File: src/rtl/mips_multicycle.sv
// Multicycle MIPS core: one FSM drives fetch/decode/execute/memory/writeback
// over a single registered req/ready memory port.
// Optional feature: define MIPS_BNE_EN to decode bne (opcode 000101).
module mips_multicycle #(
  parameter int unsigned DATA_W     = 32,
  parameter int unsigned REG_ADDR_W = 5,
  parameter int unsigned ADDR_W     = 32,
  parameter int unsigned RESET_PC   = 0,
  parameter int unsigned TEST_REG   = 2,
  parameter int unsigned TEST_W     = 16
) (
  input  logic              clk_MIPS,
  input  logic              RST_MIPS,
  output logic              mem_req,
  output logic              mem_we,
  output logic [ADDR_W-1:0] mem_addr,
  output logic [DATA_W-1:0] mem_wdata,
  input  logic [DATA_W-1:0] mem_rdata,
  input  logic              mem_ready,
  output logic [TEST_W-1:0] Test_value_MIPS,
  output logic              halted
);

  localparam int unsigned NREGS = 1 << REG_ADDR_W;

  localparam logic [5:0] OP_RTYPE = 6'b000000;
  localparam logic [5:0] OP_LW    = 6'b100011;
  localparam logic [5:0] OP_SW    = 6'b101011;
  localparam logic [5:0] OP_BEQ   = 6'b000100;
  localparam logic [5:0] OP_BNE   = 6'b000101;
  localparam logic [5:0] OP_ADDI  = 6'b001000;
  localparam logic [5:0] OP_J     = 6'b000010;

  typedef enum logic [3:0] {
    S_FETCH, S_DECODE, S_EXEC, S_ALUWB, S_MEMADR, S_MEMRD, S_MEMWB,
    S_MEMWR, S_BRANCH, S_ADDIEX, S_ADDIWB, S_JUMP, S_HALT
  } state_t;

  state_t state_q, state_d;
  logic [ADDR_W-1:0] pc_q, pc_d;
  logic [31:0]       ir_q, ir_d;
  logic [DATA_W-1:0] mdr_q, mdr_d, a_q, a_d, b_q, b_d, alu_q, alu_d;
  logic [DATA_W-1:0] rf [NREGS];

  logic                  rf_we;
  logic [REG_ADDR_W-1:0] rf_waddr;
  logic [DATA_W-1:0]     rf_wdata;

  logic              req_d, we_d;
  logic [ADDR_W-1:0] addr_d, issue_addr;
  logic [DATA_W-1:0] wdata_d;

  logic [5:0]            op, funct;
  logic [REG_ADDR_W-1:0] rs, rt, rd;
  logic [DATA_W-1:0]     imm_sext;
  logic                  done, is_mem, take;

  assign op       = ir_q[31:26];
  assign funct    = ir_q[5:0];
  assign rs       = REG_ADDR_W'(ir_q[25:21]);
  assign rt       = REG_ADDR_W'(ir_q[20:16]);
  assign rd       = REG_ADDR_W'(ir_q[15:11]);
  assign imm_sext = {{(DATA_W-16){ir_q[15]}}, ir_q[15:0]};
  assign done     = mem_req & mem_ready;

`ifdef MIPS_BNE_EN
  assign take = (op == OP_BNE) ? (a_q != b_q) : (a_q == b_q);
`else
  assign take = (a_q == b_q);
`endif

  // Next-state, datapath register updates and memory request issue
  always_comb begin
    state_d  = state_q;
    pc_d     = pc_q;
    ir_d     = ir_q;
    mdr_d    = mdr_q;
    a_d      = a_q;
    b_d      = b_q;
    alu_d    = alu_q;
    rf_we    = 1'b0;
    rf_waddr = '0;
    rf_wdata = '0;
    req_d    = 1'b0;
    we_d     = 1'b0;
    addr_d   = mem_addr;
    wdata_d  = mem_wdata;

    case (state_q)
      S_FETCH: if (done) begin
        ir_d    = mem_rdata[31:0];
        pc_d    = pc_q + ADDR_W'(4);
        state_d = S_DECODE;
      end
      S_DECODE: begin
        a_d   = rf[rs];
        b_d   = rf[rt];
        alu_d = DATA_W'(pc_q) + (imm_sext << 2);
        case (op)
          OP_RTYPE:     state_d = S_EXEC;
          OP_LW, OP_SW: state_d = S_MEMADR;
          OP_BEQ:       state_d = S_BRANCH;
`ifdef MIPS_BNE_EN
          OP_BNE:       state_d = S_BRANCH;
`endif
          OP_ADDI:      state_d = S_ADDIEX;
          OP_J:         state_d = S_JUMP;
          default:      state_d = S_HALT;
        endcase
      end
      S_EXEC: begin
        state_d = S_ALUWB;
        case (funct)
          6'b100000: alu_d = a_q + b_q;
          6'b100010: alu_d = a_q - b_q;
          6'b100100: alu_d = a_q & b_q;
          6'b100101: alu_d = a_q | b_q;
          6'b101010: alu_d = ($signed(a_q) < $signed(b_q)) ? DATA_W'(1) : '0;
          default:   state_d = S_HALT;
        endcase
      end
      S_ALUWB: begin
        rf_we = 1'b1; rf_waddr = rd; rf_wdata = alu_q;
        state_d = S_FETCH;
      end
      S_MEMADR: begin
        alu_d   = a_q + imm_sext;
        state_d = (op == OP_LW) ? S_MEMRD : S_MEMWR;
      end
      S_MEMRD: if (done) begin
        mdr_d   = mem_rdata;
        state_d = S_MEMWB;
      end
      S_MEMWB: begin
        rf_we = 1'b1; rf_waddr = rt; rf_wdata = mdr_q;
        state_d = S_FETCH;
      end
      S_MEMWR: if (done) state_d = S_FETCH;
      S_BRANCH: begin
        if (take) pc_d = ADDR_W'(alu_q);
        state_d = S_FETCH;
      end
      S_ADDIEX: begin
        alu_d   = a_q + imm_sext;
        state_d = S_ADDIWB;
      end
      S_ADDIWB: begin
        rf_we = 1'b1; rf_waddr = rt; rf_wdata = alu_q;
        state_d = S_FETCH;
      end
      S_JUMP: begin
        pc_d    = {pc_q[ADDR_W-1:28], ir_q[25:0], 2'b00};
        state_d = S_FETCH;
      end
      S_HALT:  state_d = S_HALT;
      default: state_d = S_HALT;
    endcase

    // A new access is issued one cycle ahead of the state that consumes it;
    // after any completion the request drops for a cycle before re-issuing.
    is_mem     = (state_d == S_FETCH) || (state_d == S_MEMRD) || (state_d == S_MEMWR);
    issue_addr = (state_d == S_FETCH) ? pc_d : ADDR_W'(alu_d);
    if (is_mem && !done) begin
      if (mem_req) begin
        req_d = 1'b1;
        we_d  = mem_we;
      end else if (issue_addr[1:0] != 2'b00) begin
        state_d = S_HALT;
      end else begin
        req_d   = 1'b1;
        we_d    = (state_d == S_MEMWR);
        addr_d  = issue_addr;
        wdata_d = b_d;
      end
    end
  end

  // State, datapath, memory port and register file registers
  always_ff @(posedge clk_MIPS) begin
    if (!RST_MIPS) begin
      state_q         <= S_FETCH;
      pc_q            <= ADDR_W'(RESET_PC);
      ir_q            <= '0;
      mdr_q           <= '0;
      a_q             <= '0;
      b_q             <= '0;
      alu_q           <= '0;
      mem_req         <= 1'b0;
      mem_we          <= 1'b0;
      mem_addr        <= '0;
      mem_wdata       <= '0;
      Test_value_MIPS <= '0;
      halted          <= 1'b0;
      for (int unsigned i = 0; i < NREGS; i++) rf[i] <= '0;
    end else begin
      state_q   <= state_d;
      pc_q      <= pc_d;
      ir_q      <= ir_d;
      mdr_q     <= mdr_d;
      a_q       <= a_d;
      b_q       <= b_d;
      alu_q     <= alu_d;
      mem_req   <= req_d;
      mem_we    <= we_d;
      mem_addr  <= addr_d;
      mem_wdata <= wdata_d;
      halted    <= (state_d == S_HALT);
      if (rf_we && rf_waddr != '0) begin
        rf[rf_waddr] <= rf_wdata;
        if (rf_waddr == REG_ADDR_W'(TEST_REG))
          Test_value_MIPS <= rf_wdata[TEST_W-1:0];
      end
    end
  end

endmodule
File: config.mk
export PLATFORM = sky130hd
export DESIGN_NAME = mips_multicycle
export DESIGN_NICKNAME = d
export VERILOG_FILES = /design/src/rtl/mips_multicycle.sv
export SDC_FILE = /design/constraint.sdc
export NUM_CORES = 2
export LEC_CHECK = 0
export BUFFER_PORTS_ARGS = -buffer_cell sky130_fd_sc_hd__buf_2
export CAP_MARGIN = 30
export CORE_MARGIN = 10
export CORE_UTILIZATION = 45
export DETAILED_ROUTE_END_ITERATION = 10
export HOLD_SLACK_MARGIN = 0.15
export PLACE_DENSITY = 0.64
export REMOVE_ABC_BUFFERS = 1
export SYNTH_ARGS = -nofsm -noshare
export SYNTH_HDL_FRONTEND = slang
export SYNTH_SLANG_ARGS = --single-unit
File: constraint.sdc
create_clock -name clk_MIPS -period 11 [get_ports clk_MIPS]
set_input_delay 1.65 -clock clk_MIPS [delete_from_list [all_inputs] [get_ports clk_MIPS]]
set_output_delay 1.65 -clock clk_MIPS [all_outputs]
set_load 0.005 [all_outputs]
; Yosys cells after proc, flatten, opt, wreduce, memory -nomap -nowiden
; Memory sizes are Yosys's and may differ from the RTL's. A register that Yosys moved wholly into a read port is not among the register bits.
; Cells that the tools add are included.
[op_classes]
n_addsub = 5
mul = 0
n_div = 0
n_lt_le_gt_ge = 1
n_eq_ne = 26
shifts = 0
muxes = 33
bitwise = 5
reduce_logical = 24
[ops]
columns = operator, count
row1 = one-hot mux 32 bit (3 select lines), 2
row2 = two-way mux 32 bit, 5
row3 = one-hot mux 32 bit (5 select lines), 1
row4 = adder 32 bit, 3
row5 = one-hot mux 32 bit (2 select lines), 1
row6 = == test 6 bit (second input constant), 7
row7 = adder 32 x 3 -> 32 bit (second input constant), 1
row8 = bitwise AND 32 bit, 1
row9 = == test 32 bit, 1
row10 = less-than comparator 32 bit, 1
row11 = OR 32 bit, 1
row12 = one-hot mux 4 bit (8 select lines), 1
row13 = OR reduction 32 bit, 1
row14 = subtractor 32 bit, 1
row15 = two-way mux 4 bit, 7
row16 = == test 4 x 3 -> 1 bit (second input constant), 6
row17 = == test 4 bit (second input constant), 5
row18 = one-hot mux 4 bit (5 select lines), 1
row19 = two-way mux 5 bit, 3
row20 = two-way mux 1 bit, 10
row21 = one-hot mux 5 bit (2 select lines), 1
row22 = OR reduction 5 bit, 2
row23 = == test 4 x 2 -> 1 bit (second input constant), 2
row24 = zero test 4 bit, 2
row25 = 18 further kinds, 28
[word_totals]
register_bits = 247
latchBits = 0
mem_bits_rw = 1024
mem_bits_ro = 0
input_bits = 35
output_inout_bits = 83
word_cells = 107
n_memories = 1
[mem_list]
columns = memory, depth, word_bits, rd, rd_ports_with_merged_regs, wr, line
row1 = rf, 32, 32, 2, 2, 32, 43  ; logic [DATA_W-1:0] rf [NREGS];

; Depth between registers and ports, before layout
[depth]
depth_word = 11
ltp_mapped = 16

; Worst setup path after synthesis
; OpenSTA, ideal clock, no wires.
[synth_path]
kind = in2reg
startpoint = input mem_ready
endpoint = register mem_addr[4]
setup_time_ps = 128
arrival_time_ps = 3837
setup_slack_ps = 7035
cell_stages = 12
path_cell_list = nand2_1 -> nor2_1 -> a21oi_1 -> o311a_1 -> or2_2 -> or4_4 -> o31a_1 -> buf_2 -> buf_6 -> buf_2 -> a21oi_1 -> nor2_1
[synth_via]
elab_chain_cells = 8
elab_cells_between_ends = 18
classes_between = eq/ne (2) / mux (7) / bitwise (2) / reduce/logical (7)
[synth_lines]
columns = element, line
row1 = "start, declared", 19  ; input logic mem_ready,
row2 = bitwise AND 1 bit *, 64  ; assign done = mem_req & mem_ready;
row3 = two-way mux 4 bit (on tied branches), "138, 130, 90"
row4 = one-hot mux 4 bit (8 select lines), 89  ; case (state_q)
row5 = zero test 4 bit or == test 4 x 3 -> 1 bit (tied branches), "161, 162"
row6 = two-way mux 32 bit or logical OR 1 bit (tied branches), "162, 161"
row7 = nonzero test 2 bit or logical OR 1 bit (tied branches), "167, 161"
row8 = inverter 1 bit (no line) or logical AND 1 bit (tied branches), n/a
row9 = AND reduction 3 bit (no line), n/a
row10 = "end signal, assigned", 205  ; mem_addr <= addr_d;
row11 = "end, declared", 16  ; output logic [ADDR_W-1:0] mem_addr,
; Mark *: on every way between the ends. The rest lies on a longest branch, timed or not.
; A chain may end at the register's enable or synchronous reset.

; Worst setup path after layout
[layout_path]
startpoint = register a_q[18] (read register of rf)
endpoint = register mem_addr[22]
[layout_via]
elab_chain_cells = 8
elab_cells_between_ends = 14
classes_between = add/sub (3) / order compare (1) / eq/ne (1) / mux (6) / bitwise (1) / reduce/logical (2)
[layout_lines]
columns = element, line
row1 = "start, declared", 42  ; logic [DATA_W-1:0] mdr_q, mdr_d, a_q, a_d, b_q, b_d, alu_q, alu_d;
row2 = less-than comparator 32 bit, 118  ; 6'b101010: alu_d = ($signed(a_q) < $signed(b_q)) ? DATA_W'(1) : '0;
row3 = two-way mux 1 bit, 118
row4 = one-hot mux 32 bit (5 select lines), 113  ; case (funct)
row5 = one-hot mux 32 bit (3 select lines), 89
row6 = two-way mux 32 bit *, 162  ; issue_addr = (state_d == S_FETCH) ? pc_d : ADDR_W'(alu_d);
row7 = nonzero test 2 bit, 167  ; end else if (issue_addr[1:0] != 2'b00) begin
row8 = inverter 1 bit (no line), n/a
row9 = AND reduction 3 bit (no line), n/a
; Marked as above.

==> impl_metrics.json <==
{
  "place_area_mm2": 0.0743,
  "clk_latency_ps": 850,
  "grt_max_degree": 118,
  "reg2reg_slack_ps": 4860,
  "fin_crit_ps": 6140,
  "die_area_mm2": 0.175,
  "mostFrequentLayoutCell": "nor2_1",
  "hold_viol_final": 0,
  "cp.buffers_inverters": 2,
  "clock_sinks": 1308,
  "setup_viol": 0,
  "clockPowerShare": 0.316,
  "tns_ps": 0,
  "yosys_warnings": 0,
  "track_usage": 0.297,
  "power_density_mw_per_mm2": 188,
  "drc": 0,
  "antenna_found_initial": 14,
  "fin_skew_ps": 78.6,
  "grt_pass1_vias": 51500,
  "final_cell_mix": "nor2_1 (1,359), edfxtp_1 (1,024), mux4_2 (640)",
  "initial_core_util": 0.454,
  "final_cells": 7968,
  "fin_ws_ps": 4860,
  "synth-seq-cells": 1308,
  "num_vias": 53300,
  "pre_cts_ws_ps": 4900,
  "core_area_mm2": 0.157,
  "reg2reg_depth": 13,
  "final_antenna_net_count": 0,
  "post_cts_buffers": 0,
  "p_int_mw": 9.63,
  "viasPerCell": 6.69,
  "cpPeakStageDelay_ps": 870,
  "crit_path_end_kind": "flop",
  "place_hpwl_um": 173000,
  "gr-total-overflow": 0,
  "wl_per_cell_um": 33.2,
  "power_mw": 14.9,
  "hold_ws_ps": 446,
  "grt_pass1_wl_um": 375000,
  "startpoint_type": "flop",
  "maxCapViolations": 0,
  "slew_viol_final": 0,
  "synth_area_mm2": 0.0712,
  "cts_buffers": 142,
  "num_rows": 145,
  "die_w_um": 418,
  "multiInputGateArea_mm2": 0.0329,
  "routabilityCongestion": 0.978,
  "cts_hold_buf": 0,
  "post-route-period-util": 0.558,
  "rr_startpoint": "a_q[18]",
  "synth_cells": 5849,
  "clkTransAtPathRegs_ps": 60,
  "dp_cells": 7698,
  "synth_edf_count": 1024,
  "fin_util": 0.503,
  "yosysSeqAreaShare": 0.512,
  "leakagePower_nw": 25.6,
  "hp-class": "flop to flop",
  "synth_area_leaders": "edfxtp_1 (43%), mux4_2 (20%), dfxtp_1 (8.0%), nor2_1 (7.2%), ha_1 (2.8%)",
  "required_ps": 11650,
  "ctsHtreeMaxLevel": 4,
  "design_area_mm2": 0.0788,
  "critical_path.max_fanout": 60,
  "hold_path_end": "Test_value_MIPS[11]",
  "synthFlopType": "edfxtp_1",
  "area_growth_pct": 10.7,
  "relSlewSlack": 0.232,
  "die_y_um": 418,
  "async_reset_ff_frac": 0,
  "ir_worst_vdd_mv": 0.332,
  "sw_frac_of_total": 0.352,
  "worst_path_most_repeated_cell": "nand3_1",
  "fmaxAchievable_mhz": 163,
  "cts_tree": "built",
  "syn_avg_cell_area_um2": 12.2,
  "synth_area_leader_cell": "edfxtp_1",
  "p_sw_mw": 5.23,
  "path_delay_family": "simple AND/OR/NAND/NOR gates",
  "path_class": "flop to flop",
  "min_from": "Test_value_MIPS[11]",
  "tightest_slew_ps": 1150,
  "nets": 5986,
  "num-fill-cells": 13600,
  "first_pass_iters": 8,
  "whs_path_depth": 1,
  "yosysTopAreaCellShare": 0.432,
  "slowest_stage": "or4_1",
  "cts-root-buf": "clkbuf_16",
  "r2r-end": "mem_addr[22]",
  "ctsResizeCount": 0,
  "rsz0062_at_grt": "false",
  "pwr-share-comb": 0.284,
  "seqCellArea_mm2": 0.0365,
  "drive_gt1_frac": 0.212,
  "cp.arrival_ps": 6780,
  "drtIter0Drc": 8272,
  "crit_path_cell_trace": "inv_1, ha_1, nor3_1, nand3_1, or4_1, nor2_2, a21oi_1, nand3_1, o31a_2, buf_4, nor2_1, a32oi_1, o21ai_0",
  "numPortBuffers": 117,
  "clockBufferDepth": 3,
  "drt_wl_total_um": 265000,
  "io_pins": 118,
  "seqPwrFrac": 0.400,
  "synth_cell_types": 90,
  "status": "completed"
}
power groups by stage:
stage | combinational, mW | clock (mW) | sequential, mW
2_1_floorplan | 2.74 | 0 | 6.01
4_1_cts | 4.14 | 4.70 | 5.93
5_1_grt | 4.47 | 4.90 | 5.97
6_report | 4.22 | 4.69 | 5.94
3_3_place_gp | 4.12 | 0 | 6.02
3_5_place_dp | 4.13 | 0 | 6.04
final cells by class:
class	instances	share of cell area
Antenna cell	3	0.0000952
Clock buffer	196	0.0486
Clock inverter	65	0.00868
Inverter	116	0.00562
Multi-Input combinational cell	3940	0.417
Sequential cell	1308	0.463
Tap cell	2058	0.0327
Timing Repair Buffer	282	0.0250
worst max-delay path by stage:
stage                 start  depth (start not counted)      endpoint  slack [ps]
global placement     a_q[1]                         13  mem_addr[22]        5080
detailed placement   a_q[1]                         13  mem_addr[27]        4900
finish              a_q[18]                         13  mem_addr[22]        4860
global route        a_q[16]                         13  mem_addr[23]        4330
floorplan              flop                          8  mem_wdata[0]       -1610
CTS                 a_q[16]                         13  mem_addr[27]        4890
logic make-up after synthesis:
logic type	after synthesis	share of synthesized area
XOR/XNOR	81	0.00996
flip-flops	1308	0.512
multiplexers	728	0.215
AO/OA/AOI/OAI	924	0.0838
other	1	0.0000527
AND/OR/NAND/NOR	2013	0.117
buffers and inverters	632	0.0337
adder cells (fa/ha/maj)	162	0.0289
sequential cells by signal, summed over array words and instances, names as in the netlist, 16 cells and up, named ones only:
| signal | count |
|---|---|
| mem_addr | 32 |
| alu_q | 32 |
| pc_q | 32 |
| Test_value_MIPS | 16 |
| a_q | 32 |
| rf | 1024 |
| mdr_q | 32 |
| b_q | 32 |
| ir_q | 32 |
| mem_wdata | 32 |
layer usage:
layer / vias to the layer above / global-route usage / part of all wire
met5: - / 0 / 0.00026
met4: 12 / 0.143 / 0.059
met3: 746 / 0.0876 / 0.13
met2: 3790 / 0.468 / 0.46
met1: 26900 / 0.375 / 0.35
li1: 21900 / - / -
synthesized netlist by cell type (8+ instances only):
master / count
a211oi_1: 67
a21boi_0: 9
a21o_1: 69
a21oi_1: 320
a221o_1: 8
a221oi_1: 14
a222oi_1: 16
a22oi_1: 48
a31oi_1: 35
a32o_1: 8
a32oi_1: 8
and2_1: 31
and3_1: 19
and4_1: 8
buf_1: 60
buf_2: 16
clkbuf_1: 439
dfxtp_1: 284
edfxtp_1: 1024
ha_1: 157
inv_1: 115
mux2i_1: 85
mux4_2: 640
nand2_1: 334
nand2b_1: 27
nand3_1: 62
nand4_1: 25
nor2_1: 1362
nor2b_1: 22
nor3_1: 48
nor3b_1: 8
nor4_1: 14
o211ai_1: 29
o21a_1: 25
o21ai_0: 138
o21bai_1: 14
o221ai_1: 13
o22ai_1: 13
o31ai_1: 18
or2_2: 11
or3_1: 13
xnor2_1: 55
xor2_1: 26
(Power assumes the default switching activity.)
